$ cat src/rtl/riscv_pkg.sv
// Shared types and constants for the instruction fetch slice.
package riscv_pkg;
  localparam int XLEN = 32;
  localparam logic [XLEN-1:0] INSTR_NOP = 32'h0000_0013;

  typedef struct packed {
    logic [XLEN-1:0] pc;
    logic [XLEN-1:0] instr;
  } fetch_entry_t;
endpackage

$ cat src/rtl/riscv_fetch_unit_if.sv
// Fetch unit bus: instruction memory request/response, redirect and decode handshake.
interface riscv_fetch_unit_if #(parameter int XLEN = riscv_pkg::XLEN);
  logic            imem_req_valid;
  logic            imem_req_ready;
  logic [XLEN-1:0] imem_req_addr;
  logic            imem_rsp_valid;
  logic [XLEN-1:0] imem_rsp_data;
  logic            redirect_valid;
  logic [XLEN-1:0] redirect_pc;
  logic            out_valid;
  logic            out_ready;
  logic [XLEN-1:0] out_pc;
  logic [XLEN-1:0] out_instr;

  modport master (
    output imem_req_valid, imem_req_addr, out_valid, out_pc, out_instr,
    input  imem_req_ready, imem_rsp_valid, imem_rsp_data, redirect_valid, redirect_pc, out_ready
  );

  modport slave (
    input  imem_req_valid, imem_req_addr, out_valid, out_pc, out_instr,
    output imem_req_ready, imem_rsp_valid, imem_rsp_data, redirect_valid, redirect_pc, out_ready
  );
endinterface

$ cat src/rtl/riscv_sync_fifo.sv
// Small synchronous FIFO with flush; DEPTH must be a power of two so pointers wrap for free.
module riscv_sync_fifo #(
  parameter int WIDTH = 32,
  parameter int DEPTH = 2,
  localparam int AW = (DEPTH > 1) ? $clog2(DEPTH) : 1
) (
  input  logic             clk,
  input  logic             rst,
  input  logic             flush,
  input  logic             push,
  input  logic [WIDTH-1:0] push_data,
  input  logic             pop,
  output logic [WIDTH-1:0] pop_data,
  output logic [AW:0]      count
);
  logic [WIDTH-1:0] mem [DEPTH];
  logic [AW-1:0]    wr_ptr;
  logic [AW-1:0]    rd_ptr;
  logic             do_push;
  logic             do_pop;

  assign do_pop   = pop && (count != '0);
  assign do_push  = push && ((count != (AW+1)'(DEPTH)) || do_pop);
  assign pop_data = mem[rd_ptr];

  always_ff @(posedge clk or posedge rst) begin
    if (rst) begin
      wr_ptr <= '0;
      rd_ptr <= '0;
      count  <= '0;
      for (int i = 0; i < DEPTH; i++) mem[i] <= '0;
    end else if (flush) begin
      wr_ptr <= '0;
      rd_ptr <= '0;
      count  <= '0;
    end else begin
      if (do_push) begin
        mem[wr_ptr] <= push_data;
        wr_ptr      <= wr_ptr + 1'b1;
      end
      if (do_pop) rd_ptr <= rd_ptr + 1'b1;
      if (do_push && !do_pop)      count <= count + 1'b1;
      else if (do_pop && !do_push) count <= count - 1'b1;
    end
  end
endmodule

$ cat src/rtl/riscv_fetch_unit.sv
// Instruction fetch: sequential PC generation, credit-limited memory requests,
// response buffering toward decode, and redirect flush with stale-response killing.
module riscv_fetch_unit
  import riscv_pkg::*;
#(
  parameter int              XLEN     = riscv_pkg::XLEN,
  parameter logic [XLEN-1:0] RESET_PC = '0,
  parameter int              DEPTH    = 2
) (
  input  logic               clk,
  input  logic               rst,
  riscv_fetch_unit_if.master bus
);
  localparam int CW = $clog2(DEPTH) + 1;

  logic [XLEN-1:0]   req_pc;
  logic [CW-1:0]     live;
  logic [CW-1:0]     kill;
  logic [CW-1:0]     out_count;
  logic [CW-1:0]     pcq_count;
  logic [XLEN-1:0]   pcq_head;
  logic [2*XLEN-1:0] out_head;
  logic [CW+1:0]     credits_used;
  logic              req_fire;
  logic              rsp_accept;
  logic              rsp_drop;
  logic              rsp_live;
  logic              rsp_keep;
  logic              out_pop;

  // Every credit term is registered, so a pop this cycle frees a slot only next cycle.
  assign credits_used       = (CW+2)'(live) + (CW+2)'(kill) + (CW+2)'(out_count);
  assign bus.imem_req_valid = !rst && !bus.redirect_valid && (credits_used < (CW+2)'(DEPTH));
  assign bus.imem_req_addr  = {req_pc[XLEN-1:2], 2'b00};
  assign req_fire           = bus.imem_req_valid && bus.imem_req_ready;

  assign rsp_accept = bus.imem_rsp_valid && ((live != '0) || (kill != '0));
  assign rsp_drop   = rsp_accept && (kill != '0);
  assign rsp_live   = rsp_accept && (kill == '0);
  assign rsp_keep   = rsp_live && !bus.redirect_valid;

  assign out_pop       = bus.out_valid && bus.out_ready && !bus.redirect_valid;
  assign bus.out_valid = (out_count != '0);
  assign bus.out_pc    = out_head[2*XLEN-1:XLEN];
  assign bus.out_instr = out_head[XLEN-1:0];

  always_ff @(posedge clk or posedge rst) begin
    if (rst) begin
      req_pc <= RESET_PC;
      live   <= '0;
      kill   <= '0;
    end else if (bus.redirect_valid) begin
      req_pc <= bus.redirect_pc & ~XLEN'(3);
      kill   <= kill + live - CW'(rsp_accept);
      live   <= '0;
    end else begin
      if (req_fire) req_pc <= req_pc + XLEN'(4);
      if (rsp_drop) kill <= kill - 1'b1;
      if (req_fire && !rsp_live)      live <= live + 1'b1;
      else if (rsp_live && !req_fire) live <= live - 1'b1;
    end
  end

  // Stale requests stay in the PC queue until their responses drain it, so it is never flushed.
  riscv_sync_fifo #(.WIDTH(XLEN), .DEPTH(DEPTH)) u_pc_queue (
    .clk      (clk),
    .rst      (rst),
    .flush    (1'b0),
    .push     (req_fire),
    .push_data(req_pc),
    .pop      (rsp_accept),
    .pop_data (pcq_head),
    .count    (pcq_count)
  );

  riscv_sync_fifo #(.WIDTH(2*XLEN), .DEPTH(DEPTH)) u_out_fifo (
    .clk      (clk),
    .rst      (rst),
    .flush    (bus.redirect_valid),
    .push     (rsp_keep),
    .push_data({pcq_head, bus.imem_rsp_data}),
    .pop      (out_pop),
    .pop_data (out_head),
    .count    (out_count)
  );

  rsp_protocol: assert property (@(posedge clk) disable iff (rst)
    bus.imem_rsp_valid |-> ((live != '0) || (kill != '0)));
  credit_bound: assert property (@(posedge clk) disable iff (rst)
    credits_used <= (CW+2)'(DEPTH));
  pcq_tracks_credits: assert property (@(posedge clk) disable iff (rst)
    (CW+1)'(pcq_count) == (CW+1)'(live) + (CW+1)'(kill));
endmodule
$ cat src/flat_wrapper.sv
// flat-port wrapper written by rule: the top's interface ports become plain ports
module riscv_fetch_unit_flat import riscv_pkg::*;
#(
  parameter int              XLEN     = riscv_pkg::XLEN,
  parameter logic [XLEN-1:0] RESET_PC = '0,
  parameter int              DEPTH    = 2
)
  (clk, rst, bus_imem_req_valid, bus_imem_req_addr, bus_out_valid, bus_out_pc, bus_out_instr, bus_imem_req_ready, bus_imem_rsp_valid, bus_imem_rsp_data, bus_redirect_valid, bus_redirect_pc, bus_out_ready);
  riscv_fetch_unit_if #(.XLEN(XLEN)) bus_i ();
  input  logic clk;
  input  logic rst;
  output wire logic [$bits(bus_i.imem_req_valid)-1:0] bus_imem_req_valid;
  output wire logic [$bits(bus_i.imem_req_addr)-1:0] bus_imem_req_addr;
  output wire logic [$bits(bus_i.out_valid)-1:0] bus_out_valid;
  output wire logic [$bits(bus_i.out_pc)-1:0] bus_out_pc;
  output wire logic [$bits(bus_i.out_instr)-1:0] bus_out_instr;
  input wire logic [$bits(bus_i.imem_req_ready)-1:0] bus_imem_req_ready;
  input wire logic [$bits(bus_i.imem_rsp_valid)-1:0] bus_imem_rsp_valid;
  input wire logic [$bits(bus_i.imem_rsp_data)-1:0] bus_imem_rsp_data;
  input wire logic [$bits(bus_i.redirect_valid)-1:0] bus_redirect_valid;
  input wire logic [$bits(bus_i.redirect_pc)-1:0] bus_redirect_pc;
  input wire logic [$bits(bus_i.out_ready)-1:0] bus_out_ready;
  assign bus_imem_req_valid = bus_i.imem_req_valid;
  assign bus_imem_req_addr = bus_i.imem_req_addr;
  assign bus_out_valid = bus_i.out_valid;
  assign bus_out_pc = bus_i.out_pc;
  assign bus_out_instr = bus_i.out_instr;
  assign bus_i.imem_req_ready = bus_imem_req_ready;
  assign bus_i.imem_rsp_valid = bus_imem_rsp_valid;
  assign bus_i.imem_rsp_data = bus_imem_rsp_data;
  assign bus_i.redirect_valid = bus_redirect_valid;
  assign bus_i.redirect_pc = bus_redirect_pc;
  assign bus_i.out_ready = bus_out_ready;
  riscv_fetch_unit #(.XLEN(XLEN), .RESET_PC(RESET_PC), .DEPTH(DEPTH)) u_core (.clk(clk), .rst(rst), .bus(bus_i));
endmodule
$ cat config.mk
export PLATFORM = sky130hd
export DESIGN_NAME = riscv_fetch_unit_flat
export DESIGN_NICKNAME = d
export VERILOG_FILES = /design/src/rtl/riscv_pkg.sv /design/src/rtl/riscv_fetch_unit_if.sv /design/src/rtl/riscv_sync_fifo.sv /design/src/rtl/riscv_fetch_unit.sv /design/src/flat_wrapper.sv
export SDC_FILE = /design/constraint.sdc
export NUM_CORES = 1
export LEC_CHECK = 0
export ABC_AREA = 1
export BUFFER_PORTS_ARGS = -buffer_cell sky130_fd_sc_hd__buf_2
export CAP_MARGIN = 20
export CORE_MARGIN = 3
export CORE_UTILIZATION = 25
export DETAILED_ROUTE_END_ITERATION = 6
export SLEW_MARGIN = 20
export SYNTH_ARGS = -nofsm -noshare
export SYNTH_HDL_FRONTEND = slang
export SYNTH_HIERARCHICAL = 1
export SYNTH_SLANG_ARGS = --single-unit
$ cat constraint.sdc
create_clock -name clk -period 10.8 [get_ports clk]
set_input_delay 0.54 -clock clk [delete_from_list [all_inputs] [get_ports clk]]
set_output_delay 0.54 -clock clk [all_outputs]
set_load 0.1 [all_outputs]
; ---- After elaboration in Yosys (flattened, before gate mapping)
; Cells that the tools add are included.
; Widths: inputs -> output; s select.
[totals]
reg_bits = 236
latchBits = 0
mem_bits_rw = 0
romBits = 0
in_bits = 70
out_inout_bits = 98
elab_cells = 116
memories = 0
[classes]
add_sub_neg = 16
n_mul = 0
div_mod_pow = 0
order_cmp = 7
eq_ne = 2
shifts = 0
n_mux = 28
bitwise_logic = 5
n_reduce_logical = 45
[op_table]
columns = cell, n
row1 = $mux 64, 4
row2 = $mux 32, 6
row3 = $bwmux 128, 1
row4 = $bwmux 64, 1
row5 = $demux 64 s1, 1
row6 = $add 32x3->32 const B, 1
row7 = $demux 32 s1, 1
row8 = $logic_and 1x1->1, 21
row9 = $mux 2, 10
row10 = $reduce_bool 2->1, 9
row11 = $ge 2x2->1 const B, 4
row12 = $logic_not 1->1, 8
row13 = $not 1->2, 4
row14 = $sub 2x1->2 const B, 4
row15 = $add 2x1->2 const B, 3
row16 = $reduce_bool 3->1, 2
row17 = $add 1x1->1 const B, 4
row18 = $add 4x2->4, 1
row19 = $lt 2x1->1 const B, 2
row20 = $lt 4x2->1 const B, 1
row21 = $mux 1, 4
row22 = $ne 2x2->1 const B, 2
row23 = $add 2x2->3, 1
row24 = $logic_or 1x1->1, 3
row25 = 5 further kinds, 5

; ---- Longest topological paths before layout
[logic_depth]
word_depth = 11
ltp_mapped = 15
ltp_nobuf = 12

; ---- Cells and area by module
; The synthesis kept the hierarchy.
[modules_own_cells]
columns = mod, instances, cells_each, area_each_um2, seq_area_each_um2
row1 = riscv_sync_fifo (u_core.u_out_fifo), 1, 720, 6337.3, 3303.2
row2 = riscv_sync_fifo (u_core.u_pc_queue), 1, 379, 3238.1, 1701.6
row3 = riscv_fetch_unit, 1, 439, 2737.6, 850.8

; ---- Least setup slack after synthesis
; OpenSTA, ideal clock, no wires.
[synth_path]
path_type = flip-flop to output port
from = register u_core.u_out_fifo.count[1]
to = output bus_imem_req_valid
arrival_time_ns = 2.323
t_required_ns = 10.260
slack_ns = 7.937
path_stages_with_launch = 7
n_path_buf = 0
cell_sequence = dfrtp_1 -> inv_1 -> fa_1 -> inv_1 -> ha_1 -> nor2_1 -> and3_1
[synth_via]
elab_chain_cells = 3
[synth_rtl]
columns = item, line_no
row1 = "start, declared", riscv_sync_fifo.sv:14  ; output logic [AW:0] count
row2 = "start signal, assigned", riscv_sync_fifo.sv:42  ; if (do_push && !do_pop) count <= count + 1'b1;
row3 = "start signal, assigned", riscv_sync_fifo.sv:43  ; else if (do_pop && !do_push) count <= count - 1'b1;
row4 = $add 4x2->4, riscv_fetch_unit.sv:32  ; assign credits_used = (CW+2)'(live) + (CW+2)'(kill) + (CW+2)'(out_count);
row5 = $lt 4x2->1, riscv_fetch_unit.sv:33  ; assign bus.imem_req_valid = !rst && !bus.redirect_valid && (credits_used < (CW+2)'(DEPTH));
row6 = $logic_and 1x1->1, riscv_fetch_unit.sv:33
row7 = "end, declared", flat_wrapper.sv:12  ; output wire logic [$bits(bus_i.imem_req_valid)-1:0] bus_imem_req_valid;
; No other way between the ends.

; ---- Worst setup path in the final report
[layout_path]
from = register u_core.u_out_fifo.count[1]
to = register u_core/u_pc_queue/mem[6] (netlist name)
[layout_via]
elab_chain_cells = 5
[layout_rtl]
columns = item, line_no
row1 = $add 4x2->4, riscv_fetch_unit.sv:32
row2 = $lt 4x2->1, riscv_fetch_unit.sv:33
row3 = $logic_and 1x1->1, riscv_fetch_unit.sv:33
row4 = $logic_and 1x1->1, riscv_fetch_unit.sv:35  ; assign req_fire = bus.imem_req_valid && bus.imem_req_ready;
row5 = $logic_and 1x1->1, riscv_sync_fifo.sv:23  ; assign do_push = push && ((count != (AW+1)'(DEPTH)) || do_pop);
row6 = "end signal, assigned by index", riscv_sync_fifo.sv:38  ; mem[wr_ptr] <= push_data;
row7 = "end, declared", riscv_sync_fifo.sv:16  ; logic [WIDTH-1:0] mem [DEPTH];
; No other way between the ends.
; A chain may end at the register's enable or synchronous reset.

==> metrics.csv <==
metric;value;unit
Post-CTS Resized;0;
count leader, synth;nand2_1;
Sw Pwr;2.04;mW
Synth Register Bits;234;
Vias/cell;4.28;
Clock power frac;0.226;
VDD IR max;0.145;mV
top cells by count, synth;nand2_1 (669), dfrtp_1 (234), inv_1 (166);
FILL cells;5168;
clk sink count;234;
DRT antenna net count;0;
post-CTS setup-driven buffer insertion count;0;
Worst-Skew Late Latency;0.55;ns
Combinational Power Share;0.462;
die extent in x;228;um
EDFF count, synth;0;
CTS Buf Count;28;
share of post-route cells with drive strength above 1;0.231;
register area share after synthesis;0.476;
Tcrit/Tclk final;0.352;
die area;0.0520;mm^2
Hold Buf Count CTS;0;
height of the die;228;um
antenna violations before repair;1;
vias;10062;
CTS tree;done;
final wirelength;32400;um
Setup WS post-layout;7.00;ns
MaxCap Viol Count;0;
Fin. Hold Viols;0;
slowest library cell on the worst path;nand3_4;
asr flop ratio synth;1.00;
Yosys top cell area share;0.476;
first-pass GRT wire length;52400;um
Net Sw Frac;0.506;
final instance area;0.0144;mm^2
Syn Area/Cell;8.01;um^2
kind of cell adding the most delay to the critical path;simple AND/OR/NAND/NOR gates;
Initial Utilization;0.256;
placed cell areas;0.0135;mm^2
Data required, critical path;11.21;ns
Post-Synthesis Cells;1538;
Final nets;1753;
Starting DRT DRC Count;726;
Slew Limit Fails;0;
gpl congestion;0.828;
Synth cell types;40;
Reg power frac;0.312;
Final Non-Filler Cells;2351;
I/O Buffers;163;
CP Class;register to register;
critical-path cell list;inv_1 > fa_1 > inv_1 > ha_1 > nor2_1 > nand4_4 > clkinv_2 > nand2_2 > inv_2 > nand3_4 > nand2_1 > o21ai_2;
grt ovf;0;
dominant synthesized flop cell;dfrtp_1;
Least-Margin Pin Slew;0.961;ns
H-tree levels;1;
headroom to the max-slew limit;0.360;
Synth Warn #;6;
Yosys top cell by area;dfrtp_1;
WP data arrival;4.21;ns
number of global-route vias before repair;9413;
Place WS;6.49;ns
Clock Path Buffers;3;
Reg clk slew, reported paths;0.06;ns
dpl hpwl;21700;um
Tmin final;3.80;ns
Leak;7.42;nW
CP startpoint kind;register;
Ports;168;
critical-path maximum fanout;64;
outcome;finished clean;
CP max stage delay;0.61;ns
Power Dens Cells;281;mW/mm^2
Root Driver;clkbuf_16;
placed cells;2301;
total power;4.03;mW
first-pass iteration count of the detailed router;5;
P&R area growth vs syn;16.6;%
core box area;0.0481;mm^2
Cell Int Power;1.99;mW
detailed-route DRC error count;0;
Setup-failing EPs final;0;
Row Count;80;
RSZ-0062 raised after global routing;no;
routed length per placed instance;13.8;um
Fmax achieved;0.263;GHz
setup TNS;0;ns
Buf+Inv Stages, Crit Path;4;
Cell Area, Synth;0.0123;mm^2
Worst setup EP type;register;
most used cell, CP;inv_1;
Final Util;0.298;
Final Hold Slack;0.143;ns
GRT Util Overall;0.122;
top cells by area, synth;dfrtp_1 (48%), nand2_1 (20%), o21ai_2 (10%);
largest net degree at the start of global routing;78;
Min-Delay Path Class;input port to async pin;
post-route clock skew;0.0101;ns
-- layer usage --
metal | vias to the layer above | routed length [um] | global-route usage
li1 | 5050 | - | -
met1 | 4668 | 15600 | 0.181
met2 | 309 | 14200 | 0.186
met3 | 35 | 2170 | 0.0246
met4 | 0 | 451 | 0.0195
met5 | - | 0 | 0
-- state kept, by name, summed over array words and instances, names as in the netlist, 2 cells and up --
signal and count:
u_core/u_pc_queue/count 2, u_core/kill 2, u_core/live 2, u_core/u_out_fifo/mem 128
u_core/u_pc_queue/mem 64, u_core/u_out_fifo/count 2, u_core/req_pc 30
-- final cells by class --
type,count,area (um^2),area share
diodes,1,2.50,0.000174
clock buffers,39,802,0.0559
clock inverters,10,95.1,0.00662
inverters,171,648,0.0451
multi-input cells,1065,5230,0.364
flip-flops and latches,234,5860,0.408
well taps,656,821,0.0572
repair buffers,175,906,0.0631
-- worst reg2reg max path: stages (launching register included) --
cell and delay, ns:
dfrtp_1 0.51, inv_1 0.09, fa_1 0.48, inv_1 0.04, ha_1 0.28, nor2_1 0.21
nand4_4 0.36, clkinv_2 0.50, nand2_2 0.12, inv_2 0.10, nand3_4 0.61, nand2_1 0.29
o21ai_2 0.08
-- power groups by stage --
stage	registers (mW)	clock network [mW]	logic (mW)
6_report	1.26	0.909	1.86
5_1_grt	1.29	0.986	2.00
4_1_cts	1.26	0.945	1.88
3_5_place_dp	1.27	0	1.88
3_3_place_gp	1.26	0	1.85
2_1_floorplan	1.41	0	1.38
-- placed cells by master, fill, tap and decap left out, types with 2 or more instances in the layout --
| cell | count |
|---|---|
| inv_1 | 162 |
| o21ai_1 | 37 |
| nor2_2 | 2 |
| nand3_1 | 58 |
| o211ai_1 | 7 |
| xnor2_1 | 3 |
| o21bai_1 | 4 |
| nor2_4 | 3 |
| buf_4 | 12 |
| nand4_1 | 5 |
| inv_2 | 5 |
| nand2_1 | 669 |
| ha_1 | 7 |
| conb_1 | 7 |
| clkbuf_1 | 5 |
| nor2_1 | 54 |
| a21oi_1 | 8 |
| clkinvlp_4 | 2 |
| buf_2 | 163 |
| o21ai_2 | 146 |
| clkbuf_8 | 6 |
| clkinv_2 | 6 |
| o21ai_0 | 30 |
| nand2_2 | 4 |
| clkbuf_16 | 28 |
| clkinv_1 | 2 |
| nand3_4 | 2 |
| xor2_1 | 7 |
| dfrtp_1 | 233 |
| nand4_4 | 2 |
-- logic make-up (layout without fill, tap and decap cells) --
logic type               Yosys count  count (layout)  synth area share
AND/OR/NAND/NOR                  807             807             0.265
buffers and inverters            245             395             0.102
flip-flops                       234             234             0.476
AO/OA/AOI/OAI                    233             233             0.142
XOR/XNOR                          10              10           0.00711
adder cells (fa/ha/maj)            8               8           0.00874
other                              1               8          0.000305
-- final timing paths --
check | startpoint | end | slack [ns] | depth (start not counted)
setup / recovery | u_core/u_out_fifo/count[1] | u_core/u_pc_queue/mem[6] | 7.00 | 12
hold / removal | rst | u_core/u_out_fifo/count[0] | 0.14 | 2
setup reg to reg | u_core/u_out_fifo/count[1] | u_core/u_pc_queue/mem[6] | 7.00 | 12
hold reg to reg | u_core/u_out_fifo/mem[96] | u_core/u_out_fifo/mem[96] | 0.48 | 2
max in group asynchronous | rst | u_core/u_out_fifo/mem[71] | 9.44 | 3
min in group clk | bus_redirect_pc[9] | u_core/req_pc[9] | 0.20 | 3
Note: power is estimated with default switching activity, not from simulation.
